**src/rtl/sound_comm_pkg.sv**
```systemverilog
// Shared constants for the 68K<->Z80 sound communication sequencer:
// Z80 I/O port codes (address bits [4:2]) and the NMI sequencer states.
package sound_comm_pkg;

  localparam int unsigned CNT_W  = 8;
  localparam int unsigned PORT_W = 3;

  localparam logic [PORT_W-1:0] PORT_CMD_RD   = 3'b000;
  localparam logic [PORT_W-1:0] PORT_NMI_EN   = 3'b010;
  localparam logic [PORT_W-1:0] PORT_REPLY_WR = 3'b011;
  localparam logic [PORT_W-1:0] PORT_NMI_DIS  = 3'b110;

  typedef enum logic [1:0] {
    ST_IDLE     = 2'd0,
    ST_PULSE    = 2'd1,
    ST_WAIT_ACK = 2'd2
  } nmi_state_e;

endpackage

```
**src/rtl/comm_strobe_sync.sv**
```systemverilog
// Two-flop synchroniser for an asynchronous CPU strobe, followed by a
// registered rising-edge detector that emits a one-cycle event pulse.
module comm_strobe_sync (
  input  logic clk_i,
  input  logic rst_i,
  input  logic strobe_i,
  output logic pulse_o
);

  logic meta_q;
  logic sync_q;
  logic prev_q;
  logic pulse_q;

  always_ff @(posedge clk_i) begin
    if (rst_i) begin
      meta_q  <= 1'b0;
      sync_q  <= 1'b0;
      prev_q  <= 1'b0;
      pulse_q <= 1'b0;
    end else begin
      meta_q  <= strobe_i;
      sync_q  <= meta_q;
      prev_q  <= sync_q;
      pulse_q <= sync_q & ~prev_q;
    end
  end

  assign pulse_o = pulse_q;

endmodule

```
**src/rtl/sound_comm_ctrl.sv**
```systemverilog
// 68K<->Z80 sound communication: command latch, reply latch, status flags
// and the Z80 NMI sequencer, driven by synchronised CPU strobe events.
module sound_comm_ctrl
  import sound_comm_pkg::*;
#(
  parameter int unsigned NMI_PULSE_CYC = 8
) (
  input  logic       CLK_24M,
  input  logic       RESET,
  input  logic       nICOMZONE,
  input  logic       RW,
  input  logic [7:0] M68K_DIN,
  output logic [7:0] M68K_DOUT,
  output logic       M68K_DOE,
  input  logic       Z80_nIORQ,
  input  logic       Z80_nRD,
  input  logic       Z80_nWR,
  input  logic [4:0] Z80_A,
  input  logic [7:0] Z80_DIN,
  output logic [7:0] Z80_DOUT,
  output logic       Z80_DOE,
  output logic       nZ80_NMI,
  output logic       CMD_PENDING,
  output logic       REPLY_VALID,
  output logic       CMD_OVERRUN
);

  logic m68k_wr_ev;
  logic m68k_rd_ev;
  logic z80_rd_ev;
  logic z80_wr_ev;

  comm_strobe_sync u_sync_m68k_wr (
    .clk_i(CLK_24M), .rst_i(RESET), .strobe_i(~nICOMZONE & ~RW), .pulse_o(m68k_wr_ev)
  );
  comm_strobe_sync u_sync_m68k_rd (
    .clk_i(CLK_24M), .rst_i(RESET), .strobe_i(~nICOMZONE & RW), .pulse_o(m68k_rd_ev)
  );
  comm_strobe_sync u_sync_z80_rd (
    .clk_i(CLK_24M), .rst_i(RESET), .strobe_i(~Z80_nIORQ & ~Z80_nRD), .pulse_o(z80_rd_ev)
  );
  comm_strobe_sync u_sync_z80_wr (
    .clk_i(CLK_24M), .rst_i(RESET), .strobe_i(~Z80_nIORQ & ~Z80_nWR), .pulse_o(z80_wr_ev)
  );

  // Port decode uses only A[4:2]; the address is stable on the event cycle.
  logic [PORT_W-1:0] port_c;
  logic              ack_c;
  logic              reply_wr_c;
  logic              nmi_en_set_c;
  logic              nmi_dis_c;
  logic              unused_z80_a;

  assign port_c       = Z80_A[4:2];
  assign ack_c        = z80_rd_ev && (port_c == PORT_CMD_RD);
  assign reply_wr_c   = z80_wr_ev && (port_c == PORT_REPLY_WR);
  assign nmi_en_set_c = z80_wr_ev && (port_c == PORT_NMI_EN);
  assign nmi_dis_c    = z80_wr_ev && (port_c == PORT_NMI_DIS);
  assign unused_z80_a = ^Z80_A[1:0];

  logic [7:0]       cmd_q;
  logic [7:0]       reply_q;
  logic             pending_q;
  logic             reply_valid_q;
  logic             overrun_q;
  logic             nmi_en_q;
  logic             nmi_n_q;
  logic [CNT_W-1:0] cnt_q;
  nmi_state_e       state_q;

  always_ff @(posedge CLK_24M) begin
    if (RESET) begin
      cmd_q         <= 8'h00;
      reply_q       <= 8'h00;
      pending_q     <= 1'b0;
      reply_valid_q <= 1'b0;
      overrun_q     <= 1'b0;
      nmi_en_q      <= 1'b0;
      nmi_n_q       <= 1'b1;
      cnt_q         <= '0;
      state_q       <= ST_IDLE;
    end else begin
      // A new write wins over a same-cycle ack, so the command stays pending.
      if (m68k_wr_ev) begin
        cmd_q     <= M68K_DIN;
        pending_q <= 1'b1;
        if (pending_q && !ack_c) overrun_q <= 1'b1;
      end else if (ack_c) begin
        pending_q <= 1'b0;
      end

      if (reply_wr_c) begin
        reply_q       <= Z80_DIN;
        reply_valid_q <= 1'b1;
      end else if (m68k_rd_ev) begin
        reply_valid_q <= 1'b0;
      end

      if (nmi_en_set_c)   nmi_en_q <= 1'b1;
      else if (nmi_dis_c) nmi_en_q <= 1'b0;

      if (nmi_dis_c) begin
        state_q <= ST_IDLE;
        nmi_n_q <= 1'b1;
      end else begin
        case (state_q)
          ST_IDLE: begin
            if (m68k_wr_ev && nmi_en_q) begin
              state_q <= ST_PULSE;
              cnt_q   <= CNT_W'(NMI_PULSE_CYC - 1);
              nmi_n_q <= 1'b0;
            end
          end
          ST_PULSE: begin
            if (cnt_q == '0) begin
              state_q <= ST_WAIT_ACK;
              nmi_n_q <= 1'b1;
            end else begin
              cnt_q <= cnt_q - CNT_W'(1);
            end
          end
          ST_WAIT_ACK: begin
            if (ack_c) begin
              if (m68k_wr_ev && nmi_en_q) begin
                state_q <= ST_PULSE;
                cnt_q   <= CNT_W'(NMI_PULSE_CYC - 1);
                nmi_n_q <= 1'b0;
              end else begin
                state_q <= ST_IDLE;
              end
            end
          end
          default: begin
            state_q <= ST_IDLE;
            nmi_n_q <= 1'b1;
          end
        endcase
      end
    end
  end

  assign M68K_DOUT   = reply_q;
  assign Z80_DOUT    = cmd_q;
  assign CMD_PENDING = pending_q;
  assign REPLY_VALID = reply_valid_q;
  assign CMD_OVERRUN = overrun_q;
  assign nZ80_NMI    = nmi_n_q;
  assign M68K_DOE    = RW & ~nICOMZONE;
  assign Z80_DOE     = ~Z80_nIORQ & ~Z80_nRD & (Z80_A[3:2] == 2'b00);

endmodule

```
**config.mk**
```make
export PLATFORM = sky130hd
export DESIGN_NAME = sound_comm_ctrl
export DESIGN_NICKNAME = d
export VERILOG_FILES = /design/src/rtl/sound_comm_pkg.sv /design/src/rtl/comm_strobe_sync.sv /design/src/rtl/sound_comm_ctrl.sv
export SDC_FILE = /design/constraint.sdc
export NUM_CORES = 1
export LEC_CHECK = 0
export ABC_AREA = 1
export CAP_MARGIN = 15
export CORE_MARGIN = 2
export CORE_UTILIZATION = 50
export CTS_BUF_LIST = sky130_fd_sc_hd__clkbuf_8
export CTS_CLUSTER_DIAMETER = 120
export DETAILED_ROUTE_END_ITERATION = 8
export GPL_TIMING_DRIVEN = 0
export PLACE_DENSITY_LB_ADDON = 0.3
export SLEW_MARGIN = 20
export SYNTH_ARGS = -nofsm -noshare
export SYNTH_HDL_FRONTEND = slang
export SYNTH_HIERARCHICAL = 1
export SYNTH_SLANG_ARGS = --single-unit
```
**constraint.sdc**
```tcl
create_clock -name CLK_24M -period 2 [get_ports CLK_24M]
set_input_delay 0.4 -clock CLK_24M [delete_from_list [all_inputs] [get_ports CLK_24M]]
set_output_delay 0.4 -clock CLK_24M [all_outputs]
set_load 0.05 [all_outputs]
```
==> impl_metrics.toml, run 1 <==
[status]
status = "finished, final reports clean"

[cells_and_area]
diodes = 0
nets = 353
seq_area_um2 = 941
multi_input_area_um2 = 802
final_common_cell = "nor2_1"
fillers = 329
area_delta_synth_final_pct = 33.1
drive_gt1_share_pct = 12.4
final_cell_mix = "nor2_1 (75), dfxtp_1 (47), clkdlybuf4s50_1 (44), nand2_1 (37), inv_1 (36)"

[detailed_routing]
wl_per_cell_um = 10.4
via_per_inst = 4.64
first_pass_iters = 4
first_iter_violations = 94
final_antenna_net_count = 0
finalWirelength_um = 3860
drc_errors = 0
vias = 1720

[pwr]
seq_power_share_pct = 54.4
power_frac_clock_pct = 38.2
vdd_ir_drop_max_mv = 0.909
p_per_area_nw_per_um2 = 680
p_sw_share_pct = 21.4
pwr-share-comb_pct = 7.5
switchingPower_uw = 375
power.internal_uw = 1380
p_leak_uw = 0.00123

[worst_setup_path]
critPathSlowestCell = "clkdlybuf4s50_1"
cp.required_ps = 1600
critPathBufInv = 2
end_kind = "primary output"
rrSetupSlack_ps = 450
cpPeakStageDelay_ps = 460
worstSetupPathType = "in -> out"
critPathLaunchType = "primary input"
cp_max_fo = 3
cp_top_family = "buffers and inverters"
crit_chain = "clkdlybuf4s50_1 -> nor4_2 -> clkdlybuf4s15_2"
cp.arrival_ps = 1530

[floorplanning]
ios = 50
dieHeight_um = 66.2
die_w_um = 66.2
dieArea_um2 = 4390
start_util_pct = 52.5
coreArea_um2 = 3690
num_rows = 22

[flow_run]
maxCapViolations = 0

[clock_network]
cts_buffers = 5
htreeDepth = 2
clock-sinks = 47
root_buffer = "clkbuf_8"
cts_tree = "yes"
clockBufferDepth = 2
path_clk_slew_ps = 80
clock_latency_ps = 300
post_cts.repair.setup_buffers = 0

[sta]
max_clock_freq_mhz = 518
rsz0062_at_grt = "false"
hold_slack_ps = 397
setup_viol = 0
finalClockSkew_ps = 8.59
fin_tns_setup_ps = 0
period_needed_ps = 1930
worst_slack_ps = 68.0
worst-slew-pin-transition_ps = 601
finalHoldViolCount = 0
max_slew_margin_pct = 59.9
min_period_over_period_pct = 96.6
drv_slew = 0

[placement]
io_buffers = 47
place_congestion = 0.823
dp_hpwl_um = 2880
post-place-ws_ps = -363

[global_routing]
first_global_vias = 1604
grt.total_usage_pct = 20.2
grt_pass1_wl_um = 6670
grt_max_degree = 16
overflow = 0
antenna_found_initial = 0

[logic_synthesis]
ys_seq_area_share_pct = 48.6
ys_seq_elements = 47
synth_area_um2 = 1940
syn-num-nets = 299
syn-mean-instance-area_um2 = 7.20
ys_types = 23
syn_inst = 269
yosys_warnings = 6

[min_path]
hp-class = "reg -> reg"
through the flow:
stage	instances	power [uW]	instance area, um^2	util, %
6_report	371	1750	2580	69.9
5_1_grt	371	1820	2580	69.9
4_1_cts	371	1770	2580	69.9
3_5_place_dp	364	1110	2470	67.1
3_3_place_gp	364	1110	2470	67.1
2_1_floorplan	269	1030	1940	-
power groups by stage:
stage	Sequential [uW]	Clock, uW	Combinational, uW
final	953	670	131
after global routing	955	724	143
after CTS	953	689	132
after detailed placement	975	0	132
after global placement	975	0	131
after floorplan	991	0	38.6
layer usage:
layer  track usage [%]  wire length, um  vias to the layer above
li1                  -                -                      922
met1              23.3             1780                      748
met2              34.3             1780                       42
met3              4.43              207                        8
met4              11.5               82                        0
met5                 0                0                        -
synthesized netlist by cell type (all sizes together):
master  number  share of area [%]
nor2        81                 16
nand2       48                 11
dfxtp       47                 49
inv         42                8.1
o21ai       19                4.9
nand3        9                2.8
nor3         6                2.1
a21oi        4                1.0
nand4        3               0.97
buf          2               0.84
clkbuf       2               0.90
clkinv       2               0.45
ha           2                1.3
nor4         1               0.32
o21a         1               0.39
state kept, by name, summed over array words and instances (netlist names), 2 cells and up:
register	flops
M68K_DOUT	8
Z80_DOUT	8
cnt_q	8
state_q	2
cell type report:
type,instances,share of cell area [%]
multi-input cells,174,31.1
clock buffers,5,2.67
inverters,44,6.45
repair buffers,47,18.2
clock inverters,2,1.46
well taps,48,2.33
flip-flops and latches,47,36.5
plain buffers,4,1.31
timing repair:
action                                  in CTS  in global routing
resized for setup                            5                  3
endpoints found under the setup margin       2                  8
hold buffers                                 0                  0
pin swaps                                    0                  0
cell families after synthesis:
family          share of synthesized area, %
simple gates                            33.5
buf+inv                                 10.3
flops                                   48.6
compound gates                          6.33
fa+ha+maj                               1.29
final timing paths:
check / start / endpoint / depth (start not counted)
max: Z80_nIORQ / Z80_DOE / 3
min: u_sync_z80_wr/prev_q / u_sync_z80_wr/pulse_o / 1
max reg2reg: cnt_q[0] / cnt_q[6] / 11
min reg2reg: u_sync_z80_wr/prev_q / u_sync_z80_wr/pulse_o / 1
Note: power is estimated with default switching activity, not from simulation.
==> run 2, diff against run 1 <==
Settings changed: HOLD_SLACK_MARGIN set to 0.02.
==> results of run 2 <==
Same layout as run 1: the final DEF is identical, and so are final timing and power.
==> run 3, diff against run 2 <==
Settings changed: ABC_CLOCK_PERIOD_IN_PS set to 2000, SKIP_LAST_GASP set to 1.
==> run 3 against run 2 <==
  * Sequential share of layout area increased by 0.089 points
  * Worst setup slack improved by 60 ps
  * Sequential power about the same
  * Via count unchanged
  * Core utilization decreased by 0.17 points
  * Worst hold slack about the same
  * Routed wire length about the same
  * Highest routed layer unchanged
==> impl_metrics.toml, run 3 (synthesis results as in run 1) <==
[status]
status = "finished, final reports clean"

[worst_setup_path]
cp.required_ps = 1600
crit_chain = "clkdlybuf4s50_1"
worstSetupPathType = "reg -> out"
cp_max_fo = 2
cp.arrival_ps = 1470
cpPeakStageDelay_ps = 810
critPathLaunchType = "register"
critPathBufInv = 1
critPathSlowestCell = "clkdlybuf4s50_1"
end_kind = "primary output"
cp_top_family = "buffers and inverters"

[placement]
place_congestion = 0.823
dp_hpwl_um = 2880
io_buffers = 47

[floorplanning]
die_w_um = 66.2
num_rows = 22
dieArea_um2 = 4390
coreArea_um2 = 3690
start_util_pct = 52.5
dieHeight_um = 66.2
ios = 50

[pwr]
power_frac_clock_pct = 38.2
pwr-share-comb_pct = 7.4
p_per_area_nw_per_um2 = 681
switchingPower_uw = 375
seq_power_share_pct = 54.4
p_sw_share_pct = 21.4
vdd_ir_drop_max_mv = 0.909
p_leak_uw = 0.00123
power.internal_uw = 1380

[clock_network]
clock_latency_ps = 300
cts_tree = "yes"
htreeDepth = 2
root_buffer = "clkbuf_8"
cts_buffers = 5
path_clk_slew_ps = 80
clock-sinks = 47
hold_buffers = 0
clockBufferDepth = 2

[sta]
rsz0062_at_grt = "false"
finalClockSkew_ps = 8.43
finalHoldViolCount = 0
fin_tns_setup_ps = 0
period_needed_ps = 1870
max_clock_freq_mhz = 534
worst-slew-pin-transition_ps = 601
max_slew_margin_pct = 59.9
drv_slew = 0
setup_viol = 0
min_period_over_period_pct = 93.6

[detailed_routing]
vias = 1720
wl_per_cell_um = 10.4
via_per_inst = 4.64
final_antenna_net_count = 0
drc_errors = 0
first_iter_violations = 94
finalWirelength_um = 3860
first_pass_iters = 4

[global_routing]
grt.total_usage_pct = 20.2
first_global_vias = 1604
overflow = 0
antenna_found_initial = 0
grt_pass1_wl_um = 6670
grt_max_degree = 16

[cells_and_area]
diodes = 0
final_common_cell = "nor2_1"
area_delta_synth_final_pct = 32.8
final_cell_mix = "nor2_1 (75), dfxtp_1 (47), clkdlybuf4s50_1 (44), nand2_1 (37), inv_1 (36)"
fillers = 330
final_util_pct = 69.7
nets = 353
drive_gt1_share_pct = 12.4

[flow_run]
maxCapViolations = 0

[min_path]
hp-class = "reg -> reg"
==> run 3: final cells by class <==
type / count / area, um^2 / area share [%]
Sequential cell: 47 / 941 / 36.6
Multi-Input combinational cell: 174 / 802 / 31.2
Timing Repair Buffer: 47 / 463 / 18.0
Inverter: 44 / 166 / 6.47
Clock buffer: 5 / 68.8 / 2.68
Tap cell: 48 / 60.1 / 2.33
Clock inverter: 2 / 37.5 / 1.46
Buffer: 4 / 33.8 / 1.31
==> run 3: timing repair <==
item,in CTS,in global routing
gates resized for setup,2,6
setup buffers,0,0
setup endpoints to repair,2,9
pin swaps,0,0
==> run 3: per-layer routing <==
metal	GRT usage, %	routed length (um)	up-vias
met1	23.3	1780	748
li1	-	-	922
met3	4.43	207	8
met4	11.5	82	0
met2	34.3	1780	42
met5	0	0	-
==> run 3: path summary, 6_finish.rpt <==
check | cells after the start | from | slack, ps | end
max | 1 | CMD_PENDING | 130 | CMD_PENDING
min | 1 | u_sync_z80_wr/prev_q | 400 | u_sync_z80_wr/pulse_o
max reg2reg | 11 | cnt_q[0] | 450 | cnt_q[6]
min reg2reg | 1 | u_sync_z80_wr/prev_q | 400 | u_sync_z80_wr/pulse_o
==> run 3: through the flow <==
stage | hold slack (ps) | std cells | worst slack (ps) | cell area (um^2) | power [uW]
floorplan | 382 | 269 | 232 | 1940 | 1030
global placement | 385 | 364 | -338 | 2470 | 1110
detailed placement | 390 | 364 | -363 | 2470 | 1110
CTS | 401 | 371 | -79.1 | 2580 | 1770
global route | 406 | 371 | 74.8 | 2570 | 1820
finish | 397 | 371 | 128 | 2570 | 1750
==> run 3: power groups by stage <==
stage	clock network (uW)	registers [uW]	logic, uW
after floorplan	0	991	38.6
after global placement	0	975	131
after detailed placement	0	975	132
after CTS	689	953	132
after global routing	724	955	143
final	669	953	130
